`src/rtl/dlx_alu_pkg.sv`:
```
// dlx_alu_pkg: shared definitions for the DLX ALU issue path.
//   - ALU function codes (also consumed by the ALU itself)
//   - I-type opcodes handled by the issue stage
//   - immediate extension kinds and helper
//   - issue bundle struct carried from decode to the execute stage
package dlx_alu_pkg;

   // ALU function codes
   localparam logic [5:0] FUNC_SLL  = 6'h04;
   localparam logic [5:0] FUNC_SRL  = 6'h06;
   localparam logic [5:0] FUNC_SRA  = 6'h07;
   localparam logic [5:0] FUNC_ADD  = 6'h20;
   localparam logic [5:0] FUNC_ADDU = 6'h21;
   localparam logic [5:0] FUNC_SUB  = 6'h22;
   localparam logic [5:0] FUNC_AND  = 6'h24;
   localparam logic [5:0] FUNC_OR   = 6'h25;
   localparam logic [5:0] FUNC_XOR  = 6'h26;
   localparam logic [5:0] FUNC_SEQ  = 6'h28;
   localparam logic [5:0] FUNC_SNE  = 6'h29;
   localparam logic [5:0] FUNC_SLT  = 6'h2A;
   localparam logic [5:0] FUNC_SGT  = 6'h2B;
   localparam logic [5:0] FUNC_SLE  = 6'h2C;
   localparam logic [5:0] FUNC_SGE  = 6'h2D;
   localparam logic [5:0] FUNC_LHI  = 6'h2E;

   // Opcodes (instr[31:26])
   localparam logic [5:0] OP_RTYPE = 6'h00;
   localparam logic [5:0] OP_ADDI  = 6'h08;
   localparam logic [5:0] OP_SUBI  = 6'h0A;
   localparam logic [5:0] OP_ANDI  = 6'h0C;
   localparam logic [5:0] OP_ORI   = 6'h0D;
   localparam logic [5:0] OP_XORI  = 6'h0E;
   localparam logic [5:0] OP_LHI   = 6'h0F;
   localparam logic [5:0] OP_SLLI  = 6'h14;
   localparam logic [5:0] OP_SRLI  = 6'h16;
   localparam logic [5:0] OP_SRAI  = 6'h17;
   localparam logic [5:0] OP_SEQI  = 6'h18;
   localparam logic [5:0] OP_SNEI  = 6'h19;
   localparam logic [5:0] OP_SLTI  = 6'h1A;
   localparam logic [5:0] OP_SGTI  = 6'h1B;
   localparam logic [5:0] OP_SLEI  = 6'h1C;
   localparam logic [5:0] OP_SGEI  = 6'h1D;

   typedef enum logic [1:0] {
      EXT_SIGN,
      EXT_ZERO,
      EXT_SHAMT
   } ext_kind_e;

   typedef struct packed {
      logic [31:0] a;
      logic [31:0] b;
      logic [5:0]  func;
      logic [4:0]  rd;
      logic        illegal;
   } issue_bundle_t;

   localparam issue_bundle_t BUNDLE_RESET =
      '{a: 32'h0, b: 32'h0, func: FUNC_ADD, rd: 5'h0, illegal: 1'b0};
   localparam issue_bundle_t BUNDLE_ILLEGAL =
      '{a: 32'h0, b: 32'h0, func: FUNC_ADD, rd: 5'h0, illegal: 1'b1};

   function automatic logic [31:0] extend_imm(input logic [15:0] imm, input ext_kind_e kind);
      logic [31:0] res;
      res = {{16{imm[15]}}, imm};
      unique case (kind)
         EXT_SIGN:  res = {{16{imm[15]}}, imm};
         EXT_ZERO:  res = {16'h0, imm};
         EXT_SHAMT: res = {27'h0, imm[4:0]};
         default:   res = {{16{imm[15]}}, imm};
      endcase
      return res;
   endfunction

   function automatic logic rtype_func_legal(input logic [5:0] func);
      logic ok;
      unique case (func)
         FUNC_SLL, FUNC_SRL, FUNC_SRA,
         FUNC_ADD, FUNC_ADDU, FUNC_SUB,
         FUNC_AND, FUNC_OR, FUNC_XOR,
         FUNC_SEQ, FUNC_SNE, FUNC_SLT, FUNC_SGT, FUNC_SLE, FUNC_SGE: ok = 1'b1;
         default: ok = 1'b0;
      endcase
      return ok;
   endfunction

endpackage

```
`src/rtl/dlx_alu_decode.sv`:
```
// dlx_alu_decode: combinational DLX instruction -> ALU issue bundle.
//   instr_i     DLX instruction word
//   rs1_val_i   value of register instr[25:21]
//   rs2_val_i   value of register instr[20:16]
//   bundle_o    operands, ALU function code, destination, illegal flag
module dlx_alu_decode
   import dlx_alu_pkg::*;
(
   input  logic [31:0]   instr_i,
   input  logic [31:0]   rs1_val_i,
   input  logic [31:0]   rs2_val_i,
   output issue_bundle_t bundle_o
);

   logic [5:0]  opcode;
   logic [5:0]  rfunc;
   logic [15:0] imm;

   assign opcode = instr_i[31:26];
   assign rfunc  = instr_i[5:0];
   assign imm    = instr_i[15:0];

   logic        legal;
   logic        is_rtype;
   logic        zero_a;
   ext_kind_e   ext_kind;
   logic [5:0]  func;

   always_comb begin
      legal    = 1'b1;
      is_rtype = 1'b0;
      zero_a   = 1'b0;
      ext_kind = EXT_SIGN;
      func     = FUNC_ADD;
      unique case (opcode)
         OP_RTYPE: begin
            is_rtype = 1'b1;
            func     = rfunc;
            legal    = rtype_func_legal(rfunc);
         end
         OP_ADDI: func = FUNC_ADDU;
         OP_SUBI: func = FUNC_SUB;
         OP_ANDI: begin
            func     = FUNC_AND;
            ext_kind = EXT_ZERO;
         end
         OP_ORI: begin
            func     = FUNC_OR;
            ext_kind = EXT_ZERO;
         end
         OP_XORI: begin
            func     = FUNC_XOR;
            ext_kind = EXT_ZERO;
         end
         OP_LHI: begin
            func     = FUNC_LHI;
            ext_kind = EXT_ZERO;
            zero_a   = 1'b1;
         end
         OP_SLLI: begin
            func     = FUNC_SLL;
            ext_kind = EXT_SHAMT;
         end
         OP_SRLI: begin
            func     = FUNC_SRL;
            ext_kind = EXT_SHAMT;
         end
         OP_SRAI: begin
            func     = FUNC_SRA;
            ext_kind = EXT_SHAMT;
         end
         // Set-compare immediates map 0x18..0x1D onto 0x28..0x2D.
         OP_SEQI, OP_SNEI, OP_SLTI, OP_SGTI, OP_SLEI, OP_SGEI: func = opcode + 6'h10;
         default: legal = 1'b0;
      endcase
   end

   always_comb begin
      bundle_o = BUNDLE_ILLEGAL;
      if (legal) begin
         bundle_o.a       = zero_a ? 32'h0 : rs1_val_i;
         bundle_o.b       = is_rtype ? rs2_val_i : extend_imm(imm, ext_kind);
         bundle_o.func    = func;
         bundle_o.rd      = is_rtype ? instr_i[15:11] : instr_i[20:16];
         bundle_o.illegal = 1'b0;
      end
   end

endmodule

```
`src/rtl/dlx_alu_issue.sv`:
```
// dlx_alu_issue: DLX decode/issue stage feeding the 32-bit ALU.
//   clk_i, rst_ni          clock, async active-low reset
//   flush_i                synchronous kill of both buffered entries
//   in_valid_i/in_ready_o  instruction handshake (in_ready_o is a flop)
//   instr_i, rs1_val_i, rs2_val_i   instruction and register operands
//   out_valid_o/out_ready_i         issue bundle handshake
//   alu_a_o, alu_b_o, alu_func_o, rd_o, illegal_o   issue bundle
//   issue_cnt_o            wrapping count of bundles taken downstream
// An output register plus one skid register keep in_ready_o off the
// combinational out_ready_i path.
module dlx_alu_issue
   import dlx_alu_pkg::*;
(
   input  logic        clk_i,
   input  logic        rst_ni,
   input  logic        flush_i,
   input  logic        in_valid_i,
   output logic        in_ready_o,
   input  logic [31:0] instr_i,
   input  logic [31:0] rs1_val_i,
   input  logic [31:0] rs2_val_i,
   output logic        out_valid_o,
   input  logic        out_ready_i,
   output logic [31:0] alu_a_o,
   output logic [31:0] alu_b_o,
   output logic [5:0]  alu_func_o,
   output logic [4:0]  rd_o,
   output logic        illegal_o,
   output logic [15:0] issue_cnt_o
);

   issue_bundle_t dec_bundle;

   dlx_alu_decode u_decode (
      .instr_i   (instr_i),
      .rs1_val_i (rs1_val_i),
      .rs2_val_i (rs2_val_i),
      .bundle_o  (dec_bundle)
   );

   issue_bundle_t out_d, out_q;
   issue_bundle_t skid_d, skid_q;
   logic          out_valid_d, out_valid_q;
   logic          skid_valid_d, skid_valid_q;
   logic [15:0]   cnt_d, cnt_q;

   logic accept;
   logic drain;

   assign accept = in_valid_i & ~skid_valid_q;
   assign drain  = out_valid_q & out_ready_i;

   always_comb begin
      out_d        = out_q;
      skid_d       = skid_q;
      out_valid_d  = out_valid_q;
      skid_valid_d = skid_valid_q;
      cnt_d        = cnt_q;
      if (flush_i) begin
         out_valid_d  = 1'b0;
         skid_valid_d = 1'b0;
      end else begin
         cnt_d = cnt_q + {15'h0, drain};
         if (drain || !out_valid_q) begin
            // Output slot frees up: the older skid entry goes first. While the
            // skid is full in_ready is low, so no input competes with it.
            if (skid_valid_q) begin
               out_d        = skid_q;
               out_valid_d  = 1'b1;
               skid_valid_d = 1'b0;
            end else if (accept) begin
               out_d       = dec_bundle;
               out_valid_d = 1'b1;
            end else begin
               out_valid_d = 1'b0;
            end
         end else if (accept) begin
            skid_d       = dec_bundle;
            skid_valid_d = 1'b1;
         end
      end
   end

   always_ff @(posedge clk_i or negedge rst_ni) begin
      if (!rst_ni) begin
         out_q        <= BUNDLE_RESET;
         skid_q       <= BUNDLE_RESET;
         out_valid_q  <= 1'b0;
         skid_valid_q <= 1'b0;
         cnt_q        <= 16'h0;
      end else begin
         out_q        <= out_d;
         skid_q       <= skid_d;
         out_valid_q  <= out_valid_d;
         skid_valid_q <= skid_valid_d;
         cnt_q        <= cnt_d;
      end
   end

   assign in_ready_o  = ~skid_valid_q;
   assign out_valid_o = out_valid_q;
   assign alu_a_o     = out_q.a;
   assign alu_b_o     = out_q.b;
   assign alu_func_o  = out_q.func;
   assign rd_o        = out_q.rd;
   assign illegal_o   = out_q.illegal;
   assign issue_cnt_o = cnt_q;

endmodule

```
`config.mk`:
```
export PLATFORM = sky130hd
export DESIGN_NAME = dlx_alu_issue
export DESIGN_NICKNAME = d
export VERILOG_FILES = /design/src/rtl/dlx_alu_pkg.sv /design/src/rtl/dlx_alu_decode.sv /design/src/rtl/dlx_alu_issue.sv
export SDC_FILE = /design/constraint.sdc
export NUM_CORES = 1
export LEC_CHECK = 0
export CAP_MARGIN = 25
export CORE_MARGIN = 2
export CORE_UTILIZATION = 49
export CTS_CLUSTER_SIZE = 10
export DETAILED_ROUTE_END_ITERATION = 8
export PLACE_DENSITY = 0.78
export SYNTH_ARGS = -nofsm -noshare
export SYNTH_HDL_FRONTEND = slang
export SYNTH_SLANG_ARGS = --single-unit
```
`constraint.sdc`:
```
create_clock -name clk_i -period 2.5 [get_ports clk_i]
set_input_delay 0.75 -clock clk_i [delete_from_list [all_inputs] [get_ports clk_i]]
set_output_delay 0.75 -clock clk_i [all_outputs]
set_load 0.01 [all_outputs]
```
==> impl_metrics.env, run 1 <==
export IMPL_status="finished clean"
export IMPL_postCtsHoldBufs=0
export IMPL_avgSynthCellArea_sq_um=10.49
export IMPL_fin_nets=1055
export IMPL_path_cells="clkdlybuf4s50_1 > buf_4 > and3_1 > ha_1 > nor2_1 > nor3_2 > buf_4 > a22oi_1 > o22ai_1"
export IMPL_max_freq_mhz=414.0
export IMPL_end_kind="register"
export IMPL_design_area_sq_mm=0.01090
export IMPL_synthTopCellsByCount="dfrtp_1 (168), nor2_1 (74), nand2_1 (68)"
export IMPL_hold_viol_final=0
export IMPL_n_antenna_cell=0
export IMPL_cts_tree="built"
export IMPL_worst_pin_slew_ns=0.4315
export IMPL_n_fill_cell=1040
export IMPL_ios=195
export IMPL_fin_cells=1150
export IMPL_first_global_vias=6940
export IMPL_dpl_cell_area_sq_mm=0.01008
export IMPL_dp_hpwl_mm=14.54
export IMPL_slew_headroom=0.7107
export IMPL_worstPathRequired_ns=2.84
export IMPL_r2r_worst_path_cells=7
export IMPL_wire_per_inst_um=19.19
export IMPL_antenna_found_initial=0
export IMPL_slowest_stage="clkdlybuf4s50_1"
export IMPL_synthAdderAreaFrac=0.008252
export IMPL_fin_skew_ns=0.009498
export IMPL_start_kind="input pin"
export IMPL_critPathMostFrequentCell="buf_4"
export IMPL_maxCapViolCount=0
export IMPL_critPathKind="input pin to register"
export IMPL_grt_max_degree=50
export IMPL_synth_seq_area_share=0.5615
export IMPL_postSynthCellCount=723
export IMPL_layout_setup_ws_ns=0.08459
export IMPL_post_synth_num_cell_types=51
export IMPL_post_route_period_util=0.9662
export IMPL_cts_max_path_buffers=2
export IMPL_area_growth_pct=43.80
export IMPL_syn_cell_area_sq_mm=0.007581
export IMPL_overflow=0
export IMPL_cp_max_fo=13
export IMPL_synthXorXnorAreaFrac=0.01617
export IMPL_ant_nets=0
export IMPL_start_util=0.5005
export IMPL_grt_use_total=0.2621
export IMPL_grt_pass1_wl_mm=34.28
export IMPL_synthTopCellsByArea="dfrtp_1 (55%), a221o_1 (4.5%), a21oi_1 (3.8%)"
export IMPL_power_leakage_nw=4.837
export IMPL_die_h_um=128.4
export IMPL_htreeDepth=4
export IMPL_via_count=6870
export IMPL_drcViolationCount=0
export IMPL_die_w_um=128.4
export IMPL_synth_top_family_by_area="compound AO/OA/AOI/OAI gates"
export IMPL_drt_pass1_iter_count=5
export IMPL_synth_nets=829
export IMPL_drt_total_wl_mm=22.06
export IMPL_yosysWarnings=0
export IMPL_period_needed_ns=2.415
export IMPL_gp_congestion=0.8902
export IMPL_clkSlewWorstSetupHoldPaths_ns=0.06
export IMPL_root_buffer="clkbuf_16"
export IMPL_arrival_ns=2.75
export IMPL_whs_ns=0.2311
export IMPL_synth_mux_area_frac=0.008582
export IMPL_synth_seq_cells=170
export IMPL_synthSimpleGateAreaFrac=0.1508
export IMPL_crit_path_max_incr_delay_ns=0.46
export IMPL_async_reset_ff_frac=1.000
export IMPL_yosysMostFrequentCell="dfrtp_1"
export IMPL_synth_flop_cell="dfrtp_1"
export IMPL_synth_compound_gate_area_share=0.2127
export IMPL_synth_edf_count=0
export IMPL_netlist_area_leader_share=0.5545
export IMPL_cts_inserted_buffers=17
export IMPL_core_area_sq_mm=0.01515
export IMPL_setup_viol=0
export IMPL_ir_drop_uv=460.1
export IMPL_std_cell_rows=45
export IMPL_clkLatencyLatePin_ns=0.43
export IMPL_hold_path_class="input pin to asynchronous set/reset pin"
export IMPL_pre_cts_ws_ns=-0.5267
export IMPL_p_per_area_mw_per_mm2=685.7
export IMPL_dp_cells=1109
export IMPL_first_iter_violations=459
export IMPL_die_area_sq_mm=0.01648
export IMPL_finalMaxSlewViolations=0
export IMPL_port_buffers=189
export IMPL_cts_num_sinks=170
export IMPL_synth_top_cell_by_area="dfrtp_1"
export IMPL_viasPerCell=5.974
export IMPL_drive_above_1_share=0.1549
[routing by layer]
metal  vias up  global-route usage  wire length (um)
met3        38             0.05988              1714
met2       309              0.4327             10800
li1       3095                   -                 -
met5         -                   0                 0
met4         0             0.09308               391
met1      3428              0.3430              9159
[kinds of logic (layout without fill, tap and decap cells)]
logic type | after synthesis | in the layout
and+or+nand+nor | 236 | 236
AOI/OAI and AO/OA | 225 | 225
adders and majority gates | 5 | 5
muxes | 6 | 6
xor gates and xnor gates | 14 | 14
DFF | 170 | 170
buffers and inverters | 67 | 306
[through the flow]
step / util / power [mW] / setup TNS, ns
6_report: 0.7198 / 7.475 / 0
5_1_grt: 0.7198 / 7.787 / -0.009997
4_1_cts: 0.7071 / 7.490 / -0.3314
3_5_place_dp: 0.6658 / 4.809 / -60.55
3_3_place_gp: 0.6658 / 4.729 / -50.39
2_1_floorplan: - / 3.929 / 0
[layout by cell type, fill, tap and decap left out, types with 10 or more instances in the layout]
master	netlist	layout
clkdlybuf4s50_1	0	184
dfrtp_1	168	167
nor2_1	74	72
nand2_1	68	68
buf_4	4	64
a21oi_1	58	54
and3_1	41	41
a221o_1	34	34
a22o_1	32	32
or3_1	22	20
clkbuf_16	0	18
o21ai_0	17	17
o21ai_1	15	15
o22ai_1	12	12
buf_12	0	10
[area by class of cell]
class                   count  area, sq um  area share
flip-flops and latches    170         4258      0.3906
multi-input cells         486         3141      0.2881
repair buffers            268         2644      0.2425
clock buffers              18        439.2     0.04028
well taps                 188        235.2     0.02158
clock inverters            14        162.7     0.01492
inverters                   6        22.52    0.002066
[where the power goes]
group / leakage (nW) / switching, mW / internal (mW) / total (mW)
clock: 0.287 / 1.15 / 1.52 / 2.67
sequential: 2.20 / 0.231 / 3.12 / 3.35
combinational: 2.35 / 0.646 / 0.807 / 1.45
[worst max-delay path: cells and delay by family]
kind	cells	cell delay, ns
AO/OA/AOI/OAI	2	0.30
AND/OR/NAND/NOR	3	0.50
buffers and inverters	3	0.90
adder cells (fa/ha/maj)	1	0.29
[state kept, by name, summed over array words and instances, names as in the netlist]
signal,flops
skid_q,76
alu_a_o,32
alu_b_o,32
issue_cnt_o,16
alu_func_o,6
rd_o,5
illegal_o,1
out_valid_o,1
skid_valid_q,1
[worst paths after layout]
path | slack (ns) | to | from
max | 0.08 | alu_b_o[13] | instr_i[29]
max in group asynchronous | 1.48 | skid_q[72] | rst_ni
min in group clk_i | 0.47 | skid_q[11] | skid_q[11]
min reg2reg | 0.47 | skid_q[11] | skid_q[11]
min | 0.23 | alu_b_o[11] | rst_ni
max reg2reg | 0.56 | alu_a_o[1] | out_valid_o
[timing repair]
item,CTS,global route
pin swaps,1,8
endpoints found under the setup margin,77,128
gates resized for setup,3,30
gates cloned,0,4
buffers inserted,2,3
No activity file was read; power rests on OpenSTA's default activity.
==> inputs of run 2 (changes only) <==
==> constraint.sdc (replaced) <==
create_clock -name clk_i -period 2.5 [get_ports clk_i]
set_input_delay 0.5 -clock clk_i [delete_from_list [all_inputs] [get_ports clk_i]]
set_output_delay 0.5 -clock clk_i [all_outputs]
set_load 0.01 [all_outputs]
==> run 2 against run 1 <==
Net effect:
- fmax is 3.4% higher
- first-iteration DRC count grew 19%
- worst hold slack improved by 0.24 ns
- combinational power decreased by 4%
- critical path type unchanged
- via count fell by 2.8%
- register-to-register slack barely moved
- core utilization fell by 2.0 points
- die area stayed put
- critical path depth stayed put
- sequential share of layout area up 1.1 points
==> impl_metrics.env, run 2 (same netlist as run 1, synthesis figures left out) <==
export IMPL_start_kind="input pin"
export IMPL_pre_cts_ws_ns=-0.2480
export IMPL_viasPerCell=5.898
export IMPL_grt_use_total=0.2606
export IMPL_die_w_um=128.4
export IMPL_root_buffer="clkbuf_16"
export IMPL_cts_tree="built"
export IMPL_gr_max_usage_layer="met2"
export IMPL_clkLatencyLatePin_ns=0.42
export IMPL_setup_viol=0
export IMPL_layout_common_cells="clkdlybuf4s50_1 (188), dfrtp_1 (167), nor2_1 (74), nand2_1 (68), a21oi_1 (58)"
export IMPL_die_area_sq_mm=0.01648
export IMPL_critPathKind="input pin to register"
export IMPL_whs_ns=0.4728
export IMPL_n_fill_cell=1080
export IMPL_layout_setup_ws_ns=0.1639
export IMPL_r2r_worst_path_cells=6
export IMPL_worst_pin_slew_ns=0.4562
export IMPL_ios=195
export IMPL_postCtsHoldBufs=1
export IMPL_hold_viol_final=0
export IMPL_ir_drop_uv=436.3
export IMPL_grt_setup_unrepaired="false"
export IMPL_first_global_vias=6919
export IMPL_std_cell_rows=45
export IMPL_drcViolationCount=0
export IMPL_worstPathRequired_ns=2.80
export IMPL_drt_total_wl_mm=20.78
export IMPL_grt_pass1_wl_mm=34.11
export IMPL_area_growth_pct=39.81
export IMPL_arrival_ns=2.64
export IMPL_hold_depth=2
export IMPL_clkSlewWorstSetupHoldPaths_ns=0.06
export IMPL_n_antenna_cell=0
export IMPL_grt_max_degree=62
export IMPL_gp_congestion=0.8813
export IMPL_maxCapViolCount=0
export IMPL_end_kind="register"
export IMPL_hold_path_class="register to register"
export IMPL_period_needed_ns=2.336
export IMPL_max_freq_mhz=428.1
export IMPL_cts_setup_buffers=0
export IMPL_slew_headroom=0.6959
export IMPL_die_h_um=128.4
export IMPL_cts_inserted_buffers=17
export IMPL_drive_above_1_share=0.1144
export IMPL_overflow=0
export IMPL_met3_usage=0.05904
export IMPL_status="finished clean"
export IMPL_cts_resized=0
export IMPL_fin_skew_ns=0.009869
export IMPL_port_buffers=189
export IMPL_via_count=6677
export IMPL_total_power_mw=7.354
export IMPL_largest_reg_flops=76
export IMPL_post_route_period_util=0.9344
export IMPL_drt_pass1_iter_count=5
export IMPL_finalMaxSlewViolations=0
export IMPL_fin_nets=1037
export IMPL_first_iter_violations=546
export IMPL_gr_usage_met1=0.3450
export IMPL_start_util=0.5005
export IMPL_layout_commonest_cell="clkdlybuf4s50_1"
export IMPL_cts_max_path_buffers=2
export IMPL_dp_hpwl_mm=14.10
export IMPL_htreeDepth=4
export IMPL_setup_tns_ns=0
export IMPL_core_area_sq_mm=0.01515
export IMPL_cp_max_fo=12
export IMPL_antenna_found_initial=0
export IMPL_cts_num_sinks=170
export IMPL_wire_per_inst_um=18.35
export IMPL_p_per_area_mw_per_mm2=693.9
export IMPL_regMostFlops="skid_q"
export IMPL_power_leakage_nw=4.673
export IMPL_ant_nets=0
export IMPL_met2_usage=0.4202
==> run 2: metal layers <==
layer / vias up / wire length (um)
met1: 3285 / 8757
met4: 0 / 456
li1: 3053 / -
met3: 40 / 1616
met5: - / 0
met2: 299 / 9944
==> run 2: final timing paths <==
kind,startpoint,to,slack (ns)
min in group asynchronous,rst_ni,skid_q[24],0.55
setup reg to reg,out_valid_o,alu_b_o[24],0.55
hold reg to reg,skid_q[11],skid_q[11],0.47
setup / recovery,instr_i[31],alu_func_o[0],0.16
hold / removal,skid_q[11],skid_q[11],0.47
max in group asynchronous,rst_ni,issue_cnt_o[13],1.27
==> run 2: area by class of cell <==
cell class | count | area (sq um) | share of cell area
Clock buffer | 23 | 478.0 | 0.04510
Clock inverter | 9 | 113.9 | 0.01074
Inverter | 6 | 22.52 | 0.002125
Multi-Input combinational cell | 486 | 3025 | 0.2854
Sequential cell | 170 | 4258 | 0.4017
Tap cell | 188 | 235.2 | 0.02219
Timing Repair Buffer | 250 | 2466 | 0.2327
==> run 2: metrics by stage <==
stage	instance area, sq um	utilization	instances
after floorplan	7581	-	723
after global placement	9997	0.6601	1099
after detailed placement	9997	0.6601	1099
after CTS	10600	0.6998	1132
after global routing	10600	0.6998	1132
final	10600	0.6998	1132
==> run 2: critical path: stages <==
cell and delay, ns:
clkdlybuf4s50_1 0.46, inv_1 0.06, ha_1 0.25, a21oi_1 0.24, a21o_1 0.16, a2bb2oi_2 0.32
buf_4 0.25, a21oi_1 0.08, a221o_1 0.32
==> run 2: report_power, final <==
part / internal [mW] / total (mW) / switching, mW
sequential: 3.12 / 3.35 / 0.225
clock: 1.56 / 2.62 / 1.06
combinational: 0.773 / 1.39 / 0.617
total: 5.45 / 7.35 / 1.90
==> inputs of run 3 (changes only) <==
--- a/config.mk
+++ b/config.mk
@@ -11,6 +11,7 @@
 export CTS_CLUSTER_SIZE = 10
 export DETAILED_ROUTE_END_ITERATION = 8
 export PLACE_DENSITY = 0.78
+export SETUP_SLACK_MARGIN = 0.02
 export SYNTH_ARGS = -nofsm -noshare
 export SYNTH_HDL_FRONTEND = slang
 export SYNTH_SLANG_ARGS = --single-unit
==> results of run 3 <==
No change in the layout: final DEF, timing and power equal those of run 2.
